===== config.mk =====
export PLATFORM = sky130hd
export DESIGN_NAME = next_pc_ctrl
export DESIGN_NICKNAME = d
export VERILOG_FILES = /design/src/rtl/npc_pkg.sv /design/src/rtl/branch_cmp.sv /design/src/rtl/next_pc_ctrl.sv
export SDC_FILE = /design/constraint.sdc
export NUM_CORES = 1
export LEC_CHECK = 0
export ABC_AREA = 1
export CAP_MARGIN = 30
export CORE_UTILIZATION = 48
export DETAILED_ROUTE_END_ITERATION = 10
export GPL_TIMING_DRIVEN = 0
export HOLD_SLACK_MARGIN = 0.03
export PLACE_DENSITY = 0.89
export SLEW_MARGIN = 20
export SYNTH_ARGS = -nofsm -noshare
export SYNTH_HDL_FRONTEND = slang
export SYNTH_SLANG_ARGS = --single-unit

===== constraint.sdc =====
create_clock -name clk -period 6.48 [get_ports clk]
set_input_delay 1.944 -clock clk [delete_from_list [all_inputs] [get_ports clk]]
set_output_delay 1.944 -clock clk [all_outputs]
set_load 0.02 [all_outputs]

===== src/rtl/npc_pkg.sv =====
// Shared types and field widths for the next-PC controller.
package npc_pkg;

    localparam int JT_W  = 26;
    localparam int IMM_W = 16;

    typedef enum logic [1:0] {
        ST_RUN     = 2'b00,
        ST_RD_WAIT = 2'b01,
        ST_WR_WAIT = 2'b10
    } state_e;

    typedef enum logic [1:0] {
        BR_BEQ  = 2'b00,
        BR_BNE  = 2'b01,
        BR_BLEZ = 2'b10,
        BR_BGTZ = 2'b11
    } br_op_e;

    typedef enum logic [1:0] {
        J_SEQ  = 2'b00,
        J_JAL  = 2'b01,
        J_JR   = 2'b10,
        J_RSVD = 2'b11
    } jsel_e;

endpackage


===== src/rtl/branch_cmp.sv =====
// Combinational branch-condition evaluator; rs/rt are treated as signed for BLEZ/BGTZ.
module branch_cmp
    import npc_pkg::*;
#(
    parameter int XLEN = 32
) (
    input  logic            br_en,
    input  br_op_e          br_op,
    input  logic [XLEN-1:0] rs_val,
    input  logic [XLEN-1:0] rt_val,
    output logic            taken
);

    logic rs_zero;
    logic rs_neg;

    assign rs_zero = (rs_val == '0);
    assign rs_neg  = rs_val[XLEN-1];

    always_comb begin
        taken = 1'b0;
        if (br_en) begin
            unique case (br_op)
                BR_BEQ:  taken = (rs_val == rt_val);
                BR_BNE:  taken = (rs_val != rt_val);
                BR_BLEZ: taken = rs_neg | rs_zero;
                BR_BGTZ: taken = ~rs_neg & ~rs_zero;
                default: taken = 1'b0;
            endcase
        end
    end

endmodule


===== src/rtl/next_pc_ctrl.sv =====
// PC sequencer with branch/jump selection and data-memory wait stalls.
// Trap and exception-return support is compiled in with NPC_TRAP_EN.
//
// state      | meaning
// -----------+-----------------------------------------------
// ST_RUN     | PC advances on each valid instruction
// ST_RD_WAIT | read miss outstanding, PC held until mem_done
// ST_WR_WAIT | write outstanding, PC held until mem_done
module next_pc_ctrl
    import npc_pkg::*;
#(
    parameter int              XLEN         = 32,
    parameter logic [XLEN-1:0] RESET_VECTOR = '0
`ifdef NPC_TRAP_EN
    ,
    parameter logic [XLEN-1:0] TRAP_VECTOR  = XLEN'(32'h0000_0080)
`endif
) (
    input  logic             clk,
    input  logic             reset,
    input  logic             pc_en,
    input  logic             br_en,
    input  logic [1:0]       br_op,
    input  logic [XLEN-1:0]  rs_val,
    input  logic [XLEN-1:0]  rt_val,
    input  logic [IMM_W-1:0] imm16,
    input  logic [1:0]       jsel,
    input  logic [JT_W-1:0]  jtarget,
    input  logic [XLEN-1:0]  jr_val,
    input  logic             mem_read,
    input  logic             mem_write,
    input  logic             mem_hit,
    input  logic             mem_done,
    input  logic             trap_req,
    input  logic             eret,
    output logic [XLEN-1:0]  pc,
    output logic [XLEN-1:0]  pc_plus4,
    output logic [XLEN-1:0]  epc,
    output logic             redirect,
    output logic             busy
);

    localparam logic [XLEN-1:0] PC_STEP = XLEN'(4);

    state_e          state_q, state_d;
    logic [XLEN-1:0] pc_q, pc_d;
    logic [XLEN-1:0] epc_q, epc_d;
    logic            redirect_q, redirect_d;

    logic            taken;
    logic            trap_hit;
    logic            eret_hit;
    logic [XLEN-1:0] trap_pc;
    logic [XLEN-1:0] br_off;
    logic [XLEN-1:0] br_tgt;
    logic [XLEN-1:0] jr_tgt;
    logic [XLEN-1:0] j_tgt;
    logic [XLEN-1:0] npc;
    logic            npc_redir;

`ifdef NPC_TRAP_EN
    assign trap_hit = trap_req;
    assign eret_hit = eret;
    assign trap_pc  = TRAP_VECTOR;
`else
    logic unused_trap;
    assign unused_trap = trap_req ^ eret;
    assign trap_hit    = 1'b0;
    assign eret_hit    = 1'b0;
    assign trap_pc     = '0;
`endif

    branch_cmp #(.XLEN(XLEN)) u_branch_cmp (
        .br_en  (br_en),
        .br_op  (br_op_e'(br_op)),
        .rs_val (rs_val),
        .rt_val (rt_val),
        .taken  (taken)
    );

    assign pc_plus4 = pc_q + PC_STEP;
    assign br_off   = {{(XLEN-IMM_W-2){imm16[IMM_W-1]}}, imm16, 2'b00};
    assign br_tgt   = pc_plus4 + br_off;
    assign jr_tgt   = jr_val & {{(XLEN-2){1'b1}}, 2'b00};
    assign j_tgt    = {pc_plus4[XLEN-1:28], jtarget, 2'b00};

    // Any selection other than the fall-through counts as a redirect, even if it lands on pc+4.
    always_comb begin
        npc       = pc_plus4;
        npc_redir = 1'b1;
        if (trap_hit) begin
            npc = trap_pc;
        end else if (eret_hit) begin
            npc = epc_q;
        end else if (jsel_e'(jsel) == J_JR) begin
            npc = jr_tgt;
        end else if (jsel_e'(jsel) == J_JAL) begin
            npc = j_tgt;
        end else if (taken) begin
            npc = br_tgt;
        end else begin
            npc_redir = 1'b0;
        end
    end

    always_comb begin
        state_d    = state_q;
        pc_d       = pc_q;
        epc_d      = epc_q;
        redirect_d = 1'b0;
        if (trap_hit) begin
            state_d    = ST_RUN;
            epc_d      = pc_q;
            pc_d       = npc;
            redirect_d = 1'b1;
        end else begin
            unique case (state_q)
                ST_RUN: begin
                    if (pc_en) begin
                        if (mem_read && !mem_hit) begin
                            state_d = ST_RD_WAIT;
                        end else if (mem_write) begin
                            state_d = ST_WR_WAIT;
                        end else begin
                            pc_d       = npc;
                            redirect_d = npc_redir;
                        end
                    end
                end
                ST_RD_WAIT, ST_WR_WAIT: begin
                    if (mem_done) begin
                        state_d    = ST_RUN;
                        pc_d       = npc;
                        redirect_d = npc_redir;
                    end
                end
                default: state_d = ST_RUN;
            endcase
        end
    end

    always_ff @(posedge clk or posedge reset) begin
        if (reset) begin
            state_q    <= ST_RUN;
            pc_q       <= RESET_VECTOR;
            epc_q      <= '0;
            redirect_q <= 1'b0;
        end else begin
            state_q    <= state_d;
            pc_q       <= pc_d;
            epc_q      <= epc_d;
            redirect_q <= redirect_d;
        end
    end

    assign pc       = pc_q;
    assign epc      = epc_q;
    assign redirect = redirect_q;
    assign busy     = (state_q != ST_RUN);

endmodule


== After elaboration in Yosys (flattened, before gate mapping) ==
Index checks and enable logic that the tools add are counted.
Storage, ports and cells
  flip-flop bits (word level): 35
  output and inout bits: 98
  word-level logic and storage cells: 56
Operators by class
  add/sub/neg operators: 2
  eq/ne operators: 14
  muxes and demuxes: 23
  bitwise operators: 4
  reductions and logical operators: 10
Operators by type and width (number)
  $mux 32: 7
  $pmux 32 s2: 1
  $add 32x3->32 const B: 1
  $add 32x32->32: 1
  $eq 32x32->1: 1
  $logic_not 32->1: 1
  $ne 32x32->1: 1
  $eq 2x2->1 const B: 4
  $mux 1: 8
  $mux 2: 4
  $ne 2x2->1 const B: 4
  $eq 2x1->1 const B: 3
  $reduce_and 5->1: 1
  $logic_not 2->1: 2
  $pmux 1 s4: 1
  $pmux 2 s2: 1
  $reduce_bool 2->1: 2
  $ne 3x3->1 const B: 1
  $reduce_and 3->1: 1
  $not 1->1: 2
  $pmux 1 s2: 1
  $reduce_or 2->1: 1
  $and 1x1->1: 1
  $logic_and 1x1->1: 1
  other kinds (2): 2

== Logic depth before layout (Yosys ltp) ==
Gate-level depths: netlist (run 1).
  depth after elaboration: 12
  gate-level depth with buffers: 26

== Cells and area by module ==
Synthesis (run 1) repeated with hierarchy kept, for this count alone.
Second synthesis, totals
  cell total of the unflattened synthesis: 1204
  area, all modules: 6366.1 um2
Modules (own cells, without submodules)
  next_pc_ctrl: times used 1, cells an instance 1044, area an instance 5665.4 um2
  branch_cmp: times used 1, cells an instance 160, area an instance 700.7 um2

== Least setup slack after synthesis (run 1) ==
No wires, ideal clock.
  kind: register -> output
  from: register pc_q[2] (netlist: pc[2])
  to: output pc_plus4[30]
  data arrival time: 1.934 ns
  data required time: 4.536 ns
  slack: 2.602 ns
  cell stages (with the launch flop): 12
  path through: dfrtp_1 > ha_1 > nand3_2 > nor2_4 > nand2_2 > nor2_4 > nand2_2 > nor2_4 > nand3b_1 > nor2_2 > xnor2_1 > clkinv_1
Between the ends
  longest elaborated chain between the ends: 1
RTL lines
  from (decl): line next_pc_ctrl.sv:46  | logic [XLEN-1:0] pc_q, pc_d;
  from (signal assigned): line next_pc_ctrl.sv:150  | pc_q <= pc_d;
  $add 32x3->32: line next_pc_ctrl.sv:81  | assign pc_plus4 = pc_q + PC_STEP;
  to (decl): line next_pc_ctrl.sv:37  | output logic [XLEN-1:0] pc_plus4,
Every way passes these cells.

== Worst setup path in the final report (run 1) ==
  from: register pc_q[2] (netlist: pc[2])
  to: output pc_plus4[26]
The elaborated chain is that of the path after synthesis.

==> results of run 1 <==
==> Yosys cell counts, drive strengths merged <==
cell type / number / area [µm²]
o21bai: 5 / 37.54
a21boi: 1 / 7.510
nor3b: 2 / 15.01
nor2: 140 / 601.8
xnor2: 22 / 192.7
nor4: 2 / 12.51
o21a: 4 / 30.03
o21ai: 28 / 140.1
nand3b: 18 / 135.1
nand4: 14 / 102.6
nor3: 15 / 86.34
ha: 38 / 475.5
and3: 1 / 6.260
clkbuf: 12 / 55.05
fa: 1 / 20.02
xor2: 36 / 315.3
nand2: 368 / 1406
buf: 43 / 312.8
inv: 137 / 514.2
conb: 1 / 3.750
o31ai: 1 / 7.510
a21o: 3 / 22.52
dfrtp: 33 / 825.8
a21oi: 46 / 234.0
clkinv: 3 / 11.26
o22ai: 3 / 18.77
nand3: 51 / 270.3
or2: 1 / 6.260
==> worst paths after layout <==
path                        start  depth (start not counted)  slack [ps]            to
min                        pc[29]                          2         550        pc[29]
min reg2reg                pc[29]                          2         550        pc[29]
max in group asynchronous   reset                          2        3910        pc[21]
max                         pc[2]                         13        1550  pc_plus4[26]
max reg2reg                 pc[2]                         24        2680        pc[24]
min in group asynchronous   reset                          2        2100         pc[5]
==> registers in the layout, summed over array words and instances (netlist names) <==
register and flops:
redirect 1, state_q 2, pc 30
==> power by group <==
group / switching (µW) / total (µW) / internal (µW)
combinational: 1520 / 2520 / 1000
sequential: 150 / 460 / 309
clock: 105 / 297 / 192
==> layer usage <==
layer  part of all wire  wire [µm]  vias up
met4              0.039        786        0
met5                  0          0        -
met2               0.48       9672      403
met1               0.39       7936     3261
li1                   -          -     3628
met3              0.095       1921       63
==> logic make-up (layout without fill, tap and decap cells) <==
logic type                 after synthesis  count (layout)  share of synthesized area
buffers and inverters                  195             412                     0.1523
adders and majority gates               39              39                    0.08445
xor gates and xnor gates                58              58                    0.08658
AOI/OAI and AO/OA                       91              91                    0.08488
and+or+nand+nor                        612             612                     0.4504
other                                    1              36                  0.0006392
DFF                                     33              33                     0.1408
==> stage by stage <==
step	util	total power [µW]
2_1_floorplan	-	2027
3_3_place_gp	0.6917	2873
5_1_grt	0.7065	3524
3_5_place_dp	0.6917	2913
4_1_cts	0.7065	3221
6_report	0.7065	3276
==> worst min-delay path, delay by kind of cell, from the launching register on <==
family           cells  cell delay (ps)
AND/OR/NAND/NOR      2              130
flip-flops           1              390
==> cell type report <==
cell class | instances | area, µm²
buffer | 55 | 367.9
clock buffer | 6 | 138.9
clock inverter | 2 | 37.54
fill | 1013 | 3511
inverter | 140 | 525.5
multi-input combinational | 836 | 4279
sequential | 33 | 825.8
tap | 147 | 183.9
timing repair buffer | 209 | 2092
==> results.py, run 1 <==
metrics = {
    "finish": {
        "final_cell_mix": "nand2_1 (362), clkdlybuf4s50_1 (209), inv_1 (132), nor2_1 (129), nand3_1 (48)",
        "nNetsFinal": 1471,
        "final_common_cell": "nand2_1",
        "fin_area_mm2": 0.008451,
        "instances_no_fill": 1428,
        "drive_gt1_frac": 0.06245,
        "syn_to_final_growth_pct": 44.04,
        "antenna_cells": 0,
    },
    "global_route": {
        "grt_pass1_wl_mm": 32.18,
        "antenna_found_initial": 0,
        "grt.overflow.total": 0,
        "grt_use_met1": 0.3850,
        "use_met2": 0.5486,
        "grt_pass1_vias": 6846,
        "met3_usage": 0.05670,
        "grt_busiest_layer": "met2",
        "grt_max_degree": 34,
        "grt_util_all_layers": 0.3170,
    },
    "worst_setup_path": {
        "slowest_stage": "clkdlybuf4s50_1",
        "worst_setup_path_start_kind": "register",
        "cp_top_family": "simple AND/OR/NAND/NOR gates",
        "criticalPathCategory": "register to primary output",
        "path_cells": "ha_1 -> nand3_2 -> nor2_4 -> nand2_2 -> nor2_4 -> nand2_2 -> nor2_4 -> nand2_2 -> nor2_4 -> nand2_1 -> xor2_1 -> inv_1 -> clkdlybuf4s50_1",
        "slowest_delay_ps": 620,
        "crit_arrival_ps": 2990,
        "worst-path-max-fanout": 5,
        "setup.worst_path.end_class": "primary output",
        "crit_top_cell": "nor2_4",
        "worst-path-buf-inv": 2,
        "cp.required_ps": 4540,
    },
    "logic_synthesis": {
        "ys_warn_count": 0,
        "ys_seq_area_frac": 0.1408,
        "syn_area_mm2": 0.005867,
        "synth_cell_type_count": 43,
        "avgSynthCellArea_um2": 5.702,
        "synth_cells": 1029,
        "ys_ff_latch": 33,
    },
    "timing": {
        "fmax_ghz": 0.2028,
        "hold_ws_ps": 545.7,
        "rsz0062_at_grt": "false",
        "slew_viol_final": 0,
        "period_share": 0.7609,
        "timing.final.ws_setup_ps": 1549,
        "min_period_ps": 4931,
        "setup_tns_ps": 0,
        "hold_viol_final": 0,
        "slew_headroom": 0.4223,
        "worst_slew_pin_slew_ps": 863.8,
        "finalSetupViolCount": 0,
        "fin_skew_ps": 11.54,
    },
    "pwr": {
        "power.leakage_uw": 0.004440,
        "peakVddDrop_uv": 222.0,
        "powerDensity_mw_per_mm2": 387.7,
    },
    "detailed_routing": {
        "drt-total-wl_mm": 20.32,
        "drt_iter0_drc": 597,
        "routed_via_density": 5.151,
        "vias": 7355,
        "drcViolationCount": 0,
        "drtAntennaViolNets": 0,
        "wl_per_cell_um": 14.23,
        "drt-pass1-iter-count": 7,
    },
    "floorplan": {
        "die_h_um": 112.6,
        "num_rows": 40,
        "die_w_um": 112.6,
        "coreArea_mm2": 0.01196,
        "initial_core_util": 0.4905,
        "die_area_mm2": 0.01267,
        "ioPinCount": 250,
    },
    "run_status": {
        "status": "finished clean",
    },
    "cts": {
        "cts_setup_buffers": 0,
        "clk_latency_ps": 290,
        "cts_sinks": 33,
        "htreeDepth": 2,
        "cts-resized-gates": 0,
        "cts_buffers": 5,
        "cts_hold_buf": 0,
        "clkSlewWorstSetupHoldPaths_ps": 60,
        "root_buffer": "clkbuf_16",
        "clock_path_buffers": 2,
        "cts_tree": "yes",
    },
    "place": {
        "dp_hpwl_mm": 17.03,
        "portBuffers": 209,
        "dpl_cell_area_mm2": 0.008274,
        "post-place-cells": 1420,
        "place_congestion": 0.9978,
        "post-place-ws_ps": 1616,
    },
    "hold_path": {
        "hold_path_class": "register to register",
    },
    "job": {
        "maxCapViolations": 0,
    },
}
Note: power is estimated with default switching activity, not from simulation.
==> inputs of run 2 (changes only) <==
Settings changed: CORE_UTILIZATION 48 to 44, PLACE_DENSITY 0.89 to 0.83.
Clock period 6.48 ns to 4.59 ns, I/O delays scaled along.
==> results.py, run 2 (same netlist as run 1, synthesis figures left out) <==
metrics = {
    "floorplan": {
        "coreArea_mm2": 0.01282,
        "die_area_mm2": 0.01380,
        "initial_core_util": 0.4575,
        "die_w_um": 117.5,
        "ioPinCount": 250,
        "die_h_um": 117.5,
        "num_rows": 41,
    },
    "detailed_routing": {
        "drt-total-wl_mm": 20.83,
        "drcViolationCount": 0,
        "drt-pass1-iter-count": 5,
        "routed_via_density": 4.960,
        "wl_per_cell_um": 14.33,
        "drt_iter0_drc": 543,
        "drtAntennaViolNets": 0,
        "vias": 7207,
    },
    "cts": {
        "cts_tree": "yes",
        "clock_path_buffers": 2,
        "root_buffer": "clkbuf_16",
        "clkSlewWorstSetupHoldPaths_ps": 60,
        "cts_buffers": 5,
        "clk_latency_ps": 290,
        "cts_sinks": 33,
        "htreeDepth": 2,
        "cts_setup_buffers": 0,
        "cts_hold_buf": 0,
        "cts-resized-gates": 0,
    },
    "worst_setup_path": {
        "cp.required_ps": 3210,
        "setup.worst_path.end_class": "primary output",
        "worst_setup_path_start_kind": "register",
        "crit_start": "pc[2]",
        "crit-reg2reg-launch": "pc[2]",
        "worst-path-max-fanout": 5,
        "criticalPathCategory": "register to primary output",
        "crit_arrival_ps": 2970,
    },
    "run_status": {
        "status": "finished clean",
    },
    "timing": {
        "worst_slew_pin_slew_ps": 958.6,
        "slew_viol_final": 0,
        "fmax_ghz": 0.2302,
        "rsz0062_at_grt": "false",
        "period_share": 0.9463,
        "hold_viol_final": 0,
        "finalSetupViolCount": 0,
        "setup_tns_ps": 0,
        "min_period_ps": 4344,
        "fin_skew_ps": 9.918,
        "slew_headroom": 0.3589,
    },
    "finish": {
        "antenna_cells": 0,
        "final_common_cell": "nand2_1",
        "final_cell_mix": "nand2_1 (362), clkdlybuf4s50_1 (209), inv_1 (132), nor2_1 (129), nand3_1 (48)",
        "drive_gt1_frac": 0.06245,
        "instances_no_fill": 1453,
        "nNetsFinal": 1471,
        "syn_to_final_growth_pct": 44.57,
        "fin_area_mm2": 0.008482,
        "largest_register_ffs": 30,
    },
    "global_route": {
        "antenna_found_initial": 0,
        "grt_pass1_vias": 6770,
        "grt_pass1_wl_mm": 33.06,
        "grt_max_degree": 34,
        "grt.overflow.total": 0,
        "grt_util_all_layers": 0.2991,
    },
    "place": {
        "portBuffers": 209,
        "post-place-cells": 1445,
        "place_congestion": 0.9759,
        "dpl_cell_area_mm2": 0.008305,
        "dp_hpwl_mm": 17.60,
    },
    "pwr": {
        "power.leakage_uw": 0.004440,
        "peakVddDrop_uv": 329.4,
        "powerDensity_mw_per_mm2": 547.6,
    },
    "hold_path": {
        "min_from": "pc[29]",
        "hold_path_class": "register to register",
    },
    "job": {
        "maxCapViolations": 0,
    },
}
run 2: cell counts in the layout (fill, tap and decap cells not counted):
No cell type changed its count.
run 2: cell type report:
| class | count | area [µm²] |
|---|---|---|
| Timing Repair Buffer | 209 | 2092 |
| Buffer | 55 | 367.9 |
| Inverter | 140 | 525.5 |
| Sequential cell | 33 | 825.8 |
| Fill cell | 1210 | 4343 |
| Clock buffer | 6 | 138.9 |
| Clock inverter | 2 | 37.54 |
| Multi-Input combinational cell | 836 | 4279 |
| Tap cell | 172 | 215.2 |
run 2: power breakdown:
part           switching (µW)  leakage, µW  internal [µW]
sequential                207     0.000412            437
clock                     142    0.0000831            271
combinational            2180      0.00394           1410
run 2: final timing paths:
| path | slack (ps) | endpoint | cells after the start |
|---|---|---|---|
| worst max-delay path | 250 | pc_plus4[26] | 13 |
| worst min-delay path | 540 | pc[29] | 2 |
| worst max register to register | 770 | pc[23] | 21 |
| worst min register to register | 540 | pc[29] | 2 |
| max in group asynchronous | 2550 | pc[30] | 2 |
| min in group asynchronous | 1550 | pc[16] | 2 |
run 2: worst max-delay path: stages, from the launching register on:
cell             delay [ps]
dfrtp_1                 430
ha_1                    230
nand3_2                 140
nor2_4                  140
nand2_2                  90
nor2_4                  170
nand2_2                 120
nor2_4                  130
nand2_2                  90
nor2_4                  110
nand2_1                  70
xor2_1                  160
inv_1                   160
clkdlybuf4s50_1         630
run 2: per-stage QoR:
stage / hold WS [ps] / worst slack, ps / utilization / total power (µW)
after floorplan: 521.1 / 1232 / - / 2861
after global placement: 526.9 / 106.9 / 0.6476 / 4119
after detailed placement: 526.6 / 130.3 / 0.6476 / 4153
after CTS: 541.9 / 282.3 / 0.6614 / 4596
after global routing: 581.2 / 95.60 / 0.6614 / 5003
final: 537.0 / 246.3 / 0.6614 / 4644
run 2: metal layers:
metal / global-route usage / wire (µm) / vias to the layer above
met3: 0.04118 / 1571 / 45
met1: 0.3713 / 8697 / 3216
li1: - / - / 3640
met4: 0.1058 / 617 / 0
met2: 0.5263 / 9942 / 306
met5: 0 / 0 / -
==> inputs of run 3 (changes only) <==
Settings changed: SLEW_MARGIN 20 to 10.
==> results of run 3 <==
The final DEF is identical to that of run 2; final timing and power are the same.
